### config.mk
export PLATFORM = sky130hd
export DESIGN_NAME = regfile_multi
export DESIGN_NICKNAME = d
export VERILOG_FILES = /design/src/rtl/regfile_pkg.sv /design/src/rtl/regfile_clear_ctrl.sv /design/src/rtl/regfile_multi.sv
export SDC_FILE = /design/constraint.sdc
export NUM_CORES = 1
export LEC_CHECK = 0
export CAP_MARGIN = 20
export CORE_MARGIN = 4
export CORE_UTILIZATION = 45
export DETAILED_ROUTE_END_ITERATION = 8
export HOLD_SLACK_MARGIN = 0.12
export PLACE_DENSITY = 0.72
export SYNTH_ARGS = -nofsm -noshare
export SYNTH_HDL_FRONTEND = slang
export SYNTH_HIERARCHICAL = 1
export SYNTH_SLANG_ARGS = --single-unit
### constraint.sdc
create_clock -name clk -period 3.7 [get_ports clk]
set_input_delay 0.74 -clock clk [delete_from_list [all_inputs] [get_ports clk]]
set_output_delay 0.74 -clock clk [all_outputs]
set_load 0.01 [all_outputs]
### src/rtl/regfile_pkg.sv
// Shared types and helpers for the regfile_multi register file.
package regfile_pkg;

  // Clear-engine FSM states.
  typedef enum logic {CLEAR = 1'b0, IDLE = 1'b1} rf_state_t;

  // Parity helper operand width. Callers zero-extend narrower data to this width.
  // Zero-extension does not change the XOR reduction.
  localparam int PAR_MAX_W = 256;

  // Even-parity bit: set when the data has an odd number of ones.
  // With this bit appended, the stored word always has an even number of ones.
  function automatic logic even_parity(input logic [PAR_MAX_W-1:0] d);
    return ^d;
  endfunction

endpackage

### src/rtl/regfile_clear_ctrl.sv
// Bulk-clear engine for regfile_multi. The sweep starts when reset is
// released, or when clear_req is sampled in IDLE. The engine then writes
// zero to one entry per cycle, from entry 0 up to entry DEPTH-1.
module regfile_clear_ctrl
  import regfile_pkg::*;
#(
  parameter  int DEPTH = 32,
  localparam int AW    = $clog2(DEPTH)
) (
  input  logic          clk,
  input  logic          rst_n,
  input  logic          clear_req,
  output logic          busy,
  output logic          clr_we,
  output logic [AW-1:0] clr_addr
);

  rf_state_t     state, state_nxt;
  logic [AW-1:0] clr_cnt, cnt_nxt;

  // State and sweep-counter registers. Reset forces a fresh sweep from entry 0.
  always_ff @(posedge clk or negedge rst_n) begin
    if (!rst_n) begin
      state   <= CLEAR;
      clr_cnt <= '0;
    end else begin
      // NOTE: sequential state uses non-blocking assignments, so every flop
      // samples the pre-edge values and the block order does not matter.
      state   <= state_nxt;
      clr_cnt <= cnt_nxt;
    end
  end

  // Next-state logic. A clear_req that arrives during a sweep is ignored.
  always_comb begin
    // NOTE: every output of this block gets a default first. That keeps
    // each path assigned, so no latch is inferred.
    state_nxt = state;
    cnt_nxt   = clr_cnt;
    case (state)
      CLEAR: begin
        cnt_nxt = clr_cnt + AW'(1);
        if (clr_cnt == AW'(DEPTH - 1)) state_nxt = IDLE;
      end
      IDLE: begin
        if (clear_req) begin
          state_nxt = CLEAR;
          cnt_nxt   = '0;
        end
      end
      default: begin
        state_nxt = CLEAR;
        cnt_nxt   = '0;
      end
    endcase
  end

  assign busy     = (state == CLEAR);
  assign clr_we   = busy;
  assign clr_addr = clr_cnt;

endmodule

### src/rtl/regfile_multi.sv
// Parametrised register file: two combinational read ports and one write
// port. The zero register and write-to-read bypass are both optional.
// A hardware bulk-clear engine zeroes the array after reset or on request.
// Define REGFILE_PARITY_EN to add per-entry even parity, with the ports
// err_inj, perr1 and perr2.
module regfile_multi
  import regfile_pkg::*;
#(
  parameter  int WIDTH    = 32,
  parameter  int DEPTH    = 32,
  parameter  int ZERO_REG = 1,
  parameter  int BYPASS   = 1,
  localparam int AW       = $clog2(DEPTH)
) (
  input  logic             clk,
  input  logic             rst_n,
  input  logic             clear_req,
  output logic             busy,
  input  logic             we3,
  input  logic [AW-1:0]    a3,
  input  logic [WIDTH-1:0] wd3,
  input  logic [AW-1:0]    a1,
  input  logic [AW-1:0]    a2,
  output logic [WIDTH-1:0] rd1,
  output logic [WIDTH-1:0] rd2
`ifdef REGFILE_PARITY_EN
  ,
  input  logic             err_inj,
  output logic             perr1,
  output logic             perr2
`endif
);

  logic             clr_we;
  logic [AW-1:0]    clr_addr;
  logic [WIDTH-1:0] mem [DEPTH];

  logic wr_ok, zero1, zero2, byp1, byp2;

  regfile_clear_ctrl #(.DEPTH(DEPTH)) u_clear_ctrl (
    .clk       (clk),
    .rst_n     (rst_n),
    .clear_req (clear_req),
    .busy      (busy),
    .clr_we    (clr_we),
    .clr_addr  (clr_addr)
  );

  // A user write counts only in IDLE, and never to the hard-wired zero register.
  assign wr_ok = we3 && !busy && !((ZERO_REG != 0) && (a3 == '0));
  assign zero1 = (ZERO_REG != 0) && (a1 == '0);
  assign zero2 = (ZERO_REG != 0) && (a2 == '0);
  assign byp1  = (BYPASS != 0) && wr_ok && (a3 == a1);
  assign byp2  = (BYPASS != 0) && wr_ok && (a3 == a2);

`ifdef REGFILE_PARITY_EN
  logic par_mem [DEPTH];
  logic wr_par;

  assign wr_par = even_parity(PAR_MAX_W'(wd3)) ^ err_inj;

  // Storage write port. Clear-engine writes win; they write zero data with zero parity.
  always_ff @(posedge clk) begin
    if (clr_we) begin
      mem[clr_addr]     <= '0;
      par_mem[clr_addr] <= 1'b0;
    end else if (wr_ok) begin
      mem[a3]     <= wd3;
      par_mem[a3] <= wr_par;
    end
  end

  // Parity check on the stored word. It is masked while busy, for the
  // zero register, and for bypassed reads.
  always_comb begin
    perr1 = 1'b0;
    perr2 = 1'b0;
    if (!busy) begin
      if (!zero1 && !byp1) perr1 = (even_parity(PAR_MAX_W'(mem[a1])) != par_mem[a1]);
      if (!zero2 && !byp2) perr2 = (even_parity(PAR_MAX_W'(mem[a2])) != par_mem[a2]);
    end
  end
`else
  // Storage write port. Clear-engine writes take priority over user writes.
  // NOTE: the array has no reset branch on purpose. Only the clear engine
  // zeroes it, so it can map onto plain RAM without a reset.
  always_ff @(posedge clk) begin
    if (clr_we) begin
      mem[clr_addr] <= '0;
    end else if (wr_ok) begin
      mem[a3] <= wd3;
    end
  end
`endif

  // Combinational read ports. Outputs are forced to zero while busy and for
  // the zero register; otherwise a same-cycle write is forwarded when bypass is enabled.
  always_comb begin
    rd1 = '0;
    rd2 = '0;
    if (!busy) begin
      if (zero1)     rd1 = '0;
      else if (byp1) rd1 = wd3;
      else           rd1 = mem[a1];
      if (zero2)     rd2 = '0;
      else if (byp2) rd2 = wd3;
      else           rd2 = mem[a2];
    end
  end

endmodule

=== After elaboration in Yosys (flattened, before gate mapping) ===
Memory sizes are Yosys's and may differ from the RTL's.
Cells that the tools add are included.

* $add $sub $neg: 1
* Eq/ne operators: 4
* Mux-type cells: 18
* Bitwise gates (word level): 1
* Reductions and logical operators: 9

{| class="wikitable"
|+ Operators with widths
! cell !! number
|-
| $mux W32 || 7
|-
| $reduce_or A32 Y1 || 1
|-
| $logic_not A5 Y1 || 3
|-
| $eq A5 B5 Y1 || 2
|-
| $mux W5 || 2
|-
| $pmux W5 S2 || 1
|-
| $mux W1 || 7
|-
| $add A5 B1 Y5 const B || 1
|-
| $eq A5 B5 Y1 const B || 1
|-
| $logic_and A1 B1 Y1 || 4
|-
| $ne A2 B2 Y1 const B || 1
|-
| $pmux W1 S2 || 1
|-
| $logic_not A1 Y1 || 1
|-
| $not A1 Y1 || 1
|}

* Register bits after elaboration: 6
* Bits in writable memories: 1024
* Bits of input ports: 51
* Output and inout port bits: 65
* Memories kept: 1

{| class="wikitable"
|+ Memory list
! name !! depth !! bits a word !! rd ports !! clocked after Yosys merged registers in !! wr ports !! line !! source
|-
| mem || 32 || 32 || 2 || 0 || 1 || regfile_multi.sv:36 || <nowiki>logic [WIDTH-1:0] mem [DEPTH];</nowiki>
|}

=== Longest topological paths before layout ===
* Depth after elaboration: 8
* Depth in mapped cells: 9
* Gate-level depth less buffers: 6

=== By module ===
The synthesis kept the hierarchy.

{| class="wikitable"
|+ Modules (own cells, without submodules)
! module !! instances !! cells an instance !! area each (um2) !! seq. area each (um2)
|-
| regfile_multi || 1 || 2645 || 48313.8 || 30749.5
|-
| regfile_clear_ctrl || 1 || 24 || 287.8 || 150.1
|}

=== Worst setup path after synthesis ===
No wires, ideal clock.

* Path kind: input to register
* Start: in a3[1]
* End: mem mem[20][0] (enable)
* Setup time: 0.421 ns
* Arrival time: 3.630 ns
* Setup slack: -0.351 ns
* Stages: 8
* Buffers on the path: 3
* Cells stage by stage: buf_2 > or4_4 > o2111a_1 > buf_6 > buf_6 > mux2i_1 > nand2_1 > nor2_1

* Word-level cells in the longest chain between the ends: 8
* Elaborated cells on any way between the ends: 9
* Those cells by class: 5 x mux; 4 x reduce/logical

{| class="wikitable"
|+ Ends and longest elaborated chain
! item !! line !! source
|-
| start, declared || regfile_multi.sv:20 || <nowiki>input logic [AW-1:0] a3,</nowiki>
|-
| $logic_not A5 Y1 || regfile_multi.sv:50 || <nowiki>assign wr_ok = we3 && !busy && !((ZERO_REG != 0) && (a3 == '0));</nowiki>
|-
| $logic_not A1 Y1 || regfile_multi.sv:50 ||
|-
| $logic_and A1 B1 Y1 || regfile_multi.sv:50 ||
|-
| $mux W1 || regfile_multi.sv:90 || <nowiki>end else if (wr_ok) begin</nowiki>
|-
| $mux W1 || regfile_multi.sv:88 || <nowiki>if (clr_we) begin</nowiki>
|-
| $mux W1 (implied by the code) || regfile_multi.sv:91 || <nowiki>mem[a3] <= wd3;</nowiki>
|-
| $reduce_or A32 Y1 (no source line) || -- ||
|-
| $mux W5 (no source line) or $mux W1 (tied branches) || -- ||
|-
| end, declared || regfile_multi.sv:36 ||
|}

Parallel ways exist; a longest one is shown, timed or not.

=== Worst setup path after layout ===
* Start: in a3[4]
* End: out rd1[28]

* Word-level cells in the longest chain between the ends: 7
* Elaborated cells on any way between the ends: 8
* Those cells by class: 1 x eq/ne; 3 x mux; 4 x reduce/logical

{| class="wikitable"
|+ Ends and longest elaborated chain
! item !! line !! source
|-
| $logic_not A5 Y1 || regfile_multi.sv:50 ||
|-
| $logic_not A1 Y1 || regfile_multi.sv:50 ||
|-
| $logic_and A1 B1 Y1 || regfile_multi.sv:50 ||
|-
| $logic_and A1 B1 Y1 (*) || regfile_multi.sv:53 || <nowiki>assign byp1 = (BYPASS != 0) && wr_ok && (a3 == a1);</nowiki>
|-
| $mux W32 (*) || regfile_multi.sv:103 || <nowiki>else if (byp1) rd1 = wd3;</nowiki>
|-
| $mux W32 (*) || regfile_multi.sv:102 || <nowiki>if (zero1) rd1 = '0;</nowiki>
|-
| $mux W32 (*) || regfile_multi.sv:101 || <nowiki>if (!busy) begin</nowiki>
|-
| end, declared || regfile_multi.sv:24 || <nowiki>output logic [WIDTH-1:0] rd1,</nowiki>
|}

Every way passes the cells marked *; elsewhere a longest branch is shown, timed or not.

==> out/results.tsv <==
stage	metric	value	unit
clocking	numCtsBuffers	100	
yosys	muxShareOfSynthArea	0.238	
yosys	synth_area	0.0486	mm2
route	route.detailed.drc	0	
yosys	async_reset_ff_frac	0.00583	
outcome	status	complete, but fails checks	
yosys	seq_area_frac_synth	0.636	
critical_path	start_kind	primary input	
yosys	synth_top_family_by_area	multiplexers	
critical_path	crit_type	primary input to output port	
yosys	synth_edf_count	1024	
clocking	root_buffer	clkbuf_16	
timing	fin_crit	3.71	ns
final_layout	insertedDiodeCount	0	
yosys	synth_cells	2669	
yosys	synth_compound_area_frac	0.0774	
route	drt_iter0_markers	5023	
final_layout	finish.net_count	3207	
grt	grt_antenna_before_repair	3	
yosys	synthTopCellsByArea	edfxtp_1, mux4_2, mux2i_1, o22ai_1, a211o_1	
clocking	cts.sinks	1030	
timing	worstMarginPinSlew	1.09	ns
yosys	yosys.area.top_type	edfxtp_1	
timing	slew_headroom	0.274	
route	routed_wl	169000	um
job	max-cap-violations	0	
timing	setup_slack	-0.0111	ns
route	viasPerCell	7.03	
critical_path	worstPathRequired	2.96	ns
yosys	synth.net_count	2722	
floorplan	core	0.107	mm2
floorplan	die-height	337	um
critical_path	critPathArrivalTime	2.97	ns
outcome	violations	setup timing	
grt	grt_pass1_wl	238000	um
clocking	ctsHtreeMaxLevel	3	
critical_path	cp-end-kind	output port	
timing	max_freq	0.269	GHz
timing	finalMaxSlewViolations	0	
yosys	ys.flop_type	edfxtp_1	
grt	grt_overflow_total	0	
floorplan	num_rows	120	
timing	rsz0062_at_grt	true	
yosys	yosys.area.top_type_share	0.633	
critical_path	critPathMaxFanout	11	
yosys	synth-simple-area-share	0.0248	
clocking	clk_pin_slew	0.06	ns
floorplan	start_util	0.453	
yosys	synth_fa_ha_area_frac	0.000515	
timing	finalSetupTns	-0.0235	ns
placement	dp_hpwl	107000	um
final_layout	area_delta_synth_final	24.4	%
timing	setup_viol	3	
grt	grt_pass1_vias	33400	
yosys	ys_seq_elements	1030	
route	drt_pre_antenna_iters	7	
grt	track_usage	0.294	
clocking	clkLatencyLatePin	0.69	ns
yosys	syn_area_per_cell	18.2	um2
floorplan	die_area	0.113	mm2
final_layout	drive_gt1_frac	0.385	
timing	hold_viol	0	
route	ant_nets	0	
placement	routabilityCongestion	0.953	
floorplan	io_pins	116	
placement	place_ws	-1.05	ns
clocking	cts_tree	done	
power	ir_drop	0.000449	V
route	num_vias	32600	
yosys	synth_xor_area_frac	0.00216	
placement	port_buffers	115	
floorplan	dieWidth	337	um
power	power_leakage	21.3	nW
route	routedWlPerCell	36.4	um
worst_hold_path	hold_class	primary input to async pin	
power	power	31.5	mW
yosys	ys_types	51	
grt	grt_max_degree	43	
power	power_density	522	mW/mm2
timing	finalClockSkew	0.0278	ns
yosys	yosys_warnings	6	
timing	min_period_over_period	1.00	
clocking	clockBufferDepth	3	
==> cell type report <==
class	count	area, um2
clock buffers	123	2680
clock inverters	66	669
fillers	7841	46700
inverters	7	28.8
multi-input cells	1407	17600
flip-flops and latches	1030	30900
well taps	1403	1760
repair buffers	608	6790
==> worst max-delay path, cell delays in order <==
cell,delay [ns]
buf_2,0.12
buf_6,0.12
buf_6,0.12
xnor2_2,0.15
nand4_1,0.15
buf_6,0.16
buf_12,0.12
o311ai_4,0.30
buf_12,0.18
buf_12,0.17
a21oi_1,0.07
a211o_1,0.38
buf_2,0.18
==> metrics by stage <==
stage / hold slack [ns] / cell area (um2) / std cells / util
after global placement: 0.559 / 55600 / 4397 / 0.518
after CTS: 0.296 / 60100 / 4625 / 0.560
after global routing: 0.328 / 60500 / 4644 / 0.564
final: 0.316 / 60500 / 4644 / 0.564
after floorplan: 0.444 / 48600 / 2669 / -
after detailed placement: 0.608 / 55600 / 4399 / 0.519
==> timing repair <==
| item | CTS | global route |
|---|---|---|
| setup endpoints to repair | 64 | 51 |
| buffers inserted | 31 | 12 |
| hold buffers | 0 | 0 |
| gates cloned | 8 | 3 |
| pin swaps | 39 | 17 |
| gates resized for setup | 349 | 59 |
==> routing by layer <==
metal	vias up	part of all wire	GRT usage
met2	2776	0.47	0.467
met3	624	0.13	0.0739
met4	4	0.070	0.177
met5	-	0.00018	0
li1	12500	-	-
met1	16700	0.33	0.367
==> power by group <==
| part | switching [mW] | total (mW) | internal (mW) |
|---|---|---|---|
| Clock | 4.48 | 10.5 | 6.01 |
| Sequential | 0.547 | 14.6 | 14.1 |
| Combinational | 3.81 | 6.42 | 2.62 |
| Total | 8.83 | 31.5 | 22.7 |
==> cells by family (layout without fill, tap and decap cells) <==
| group | count (synthesis) | after routing |
|---|---|---|
| compound gates | 498 | 498 |
| xor+xnor | 12 | 12 |
| fa+ha+maj | 2 | 2 |
| buf+inv | 232 | 804 |
| flops | 1030 | 1030 |
| mux | 676 | 676 |
| simple gates | 219 | 219 |
==> flip-flops by register name, indices dropped and copies added, names as in the netlist <==
register,flops
u_clear_ctrl/state,1
u_clear_ctrl/clr_addr,5
mem,1024
==> placed cells by master, fill, tap and decap left out, types with 7 or more instances in the layout <==
cell | synthesis | layout
bufinv_16 | 0 | 12
nor4_4 | 1 | 8
o21bai_1 | 32 | 31
clkbuf_16 | 0 | 109
a211oi_1 | 67 | 53
clkinv_2 | 0 | 27
a21oi_2 | 0 | 9
o22ai_2 | 0 | 14
nor4_1 | 35 | 17
clkbuf_1 | 123 | 18
buf_4 | 19 | 318
buf_12 | 0 | 125
o221ai_1 | 64 | 64
a21oi_4 | 0 | 7
nor3_1 | 17 | 9
nand2_1 | 30 | 28
edfxtp_1 | 1024 | 1024
buf_2 | 66 | 45
o21ai_0 | 11 | 8
clkdlybuf4s50_1 | 0 | 35
clkinv_1 | 1 | 15
mux4_2 | 383 | 383
a221oi_1 | 64 | 57
a211oi_2 | 0 | 11
buf_16 | 0 | 16
a211o_1 | 65 | 64
and2_1 | 63 | 63
a22oi_1 | 32 | 26
nor4_2 | 0 | 11
nor2_4 | 1 | 34
a21oi_1 | 54 | 38
dlygate4sd2_1 | 0 | 15
buf_6 | 3 | 28
o22ai_1 | 95 | 80
mux2i_1 | 292 | 291
a221oi_2 | 0 | 7
==> cell usage after synthesis (8+ instances only) <==
| master | number |
|---|---|
| nor2_1 | 39 |
| o21bai_1 | 32 |
| nand2_1 | 30 |
| edfxtp_1 | 1024 |
| mux4_2 | 383 |
| nor4_1 | 35 |
| a22oi_1 | 32 |
| buf_2 | 66 |
| o221ai_1 | 64 |
| nand2b_1 | 8 |
| buf_4 | 19 |
| buf_1 | 14 |
| mux2i_1 | 292 |
| o21ai_0 | 11 |
| and2_1 | 63 |
| clkbuf_1 | 123 |
| o22ai_1 | 95 |
| a211oi_1 | 67 |
| nor3_1 | 17 |
| a211o_1 | 65 |
| a221oi_1 | 64 |
| a21oi_1 | 54 |
| xnor2_1 | 10 |
==> path summary, 6_finish.rpt <==
path	startpoint	slack, ns	end	cells after the start
setup / recovery	a3[4]	-0.01	rd1[28]	13
hold / removal	rst_n	0.32	u_clear_ctrl/clr_addr[4]$_DFFE_PN0P_	1
setup reg to reg	u_clear_ctrl/state$_DFF_PN0_	0.47	mem[2][2]$_DFFE_PP_	7
hold reg to reg	u_clear_ctrl/state$_DFF_PN0_	0.59	u_clear_ctrl/clr_addr[2]$_DFFE_PN0P_	1
max in group asynchronous	rst_n	3.14	u_clear_ctrl/state$_DFF_PN0_	1
min in group clk	u_clear_ctrl/state$_DFF_PN0_	0.59	u_clear_ctrl/clr_addr[2]$_DFFE_PN0P_	1
Note: power is estimated with default switching activity, not from simulation.
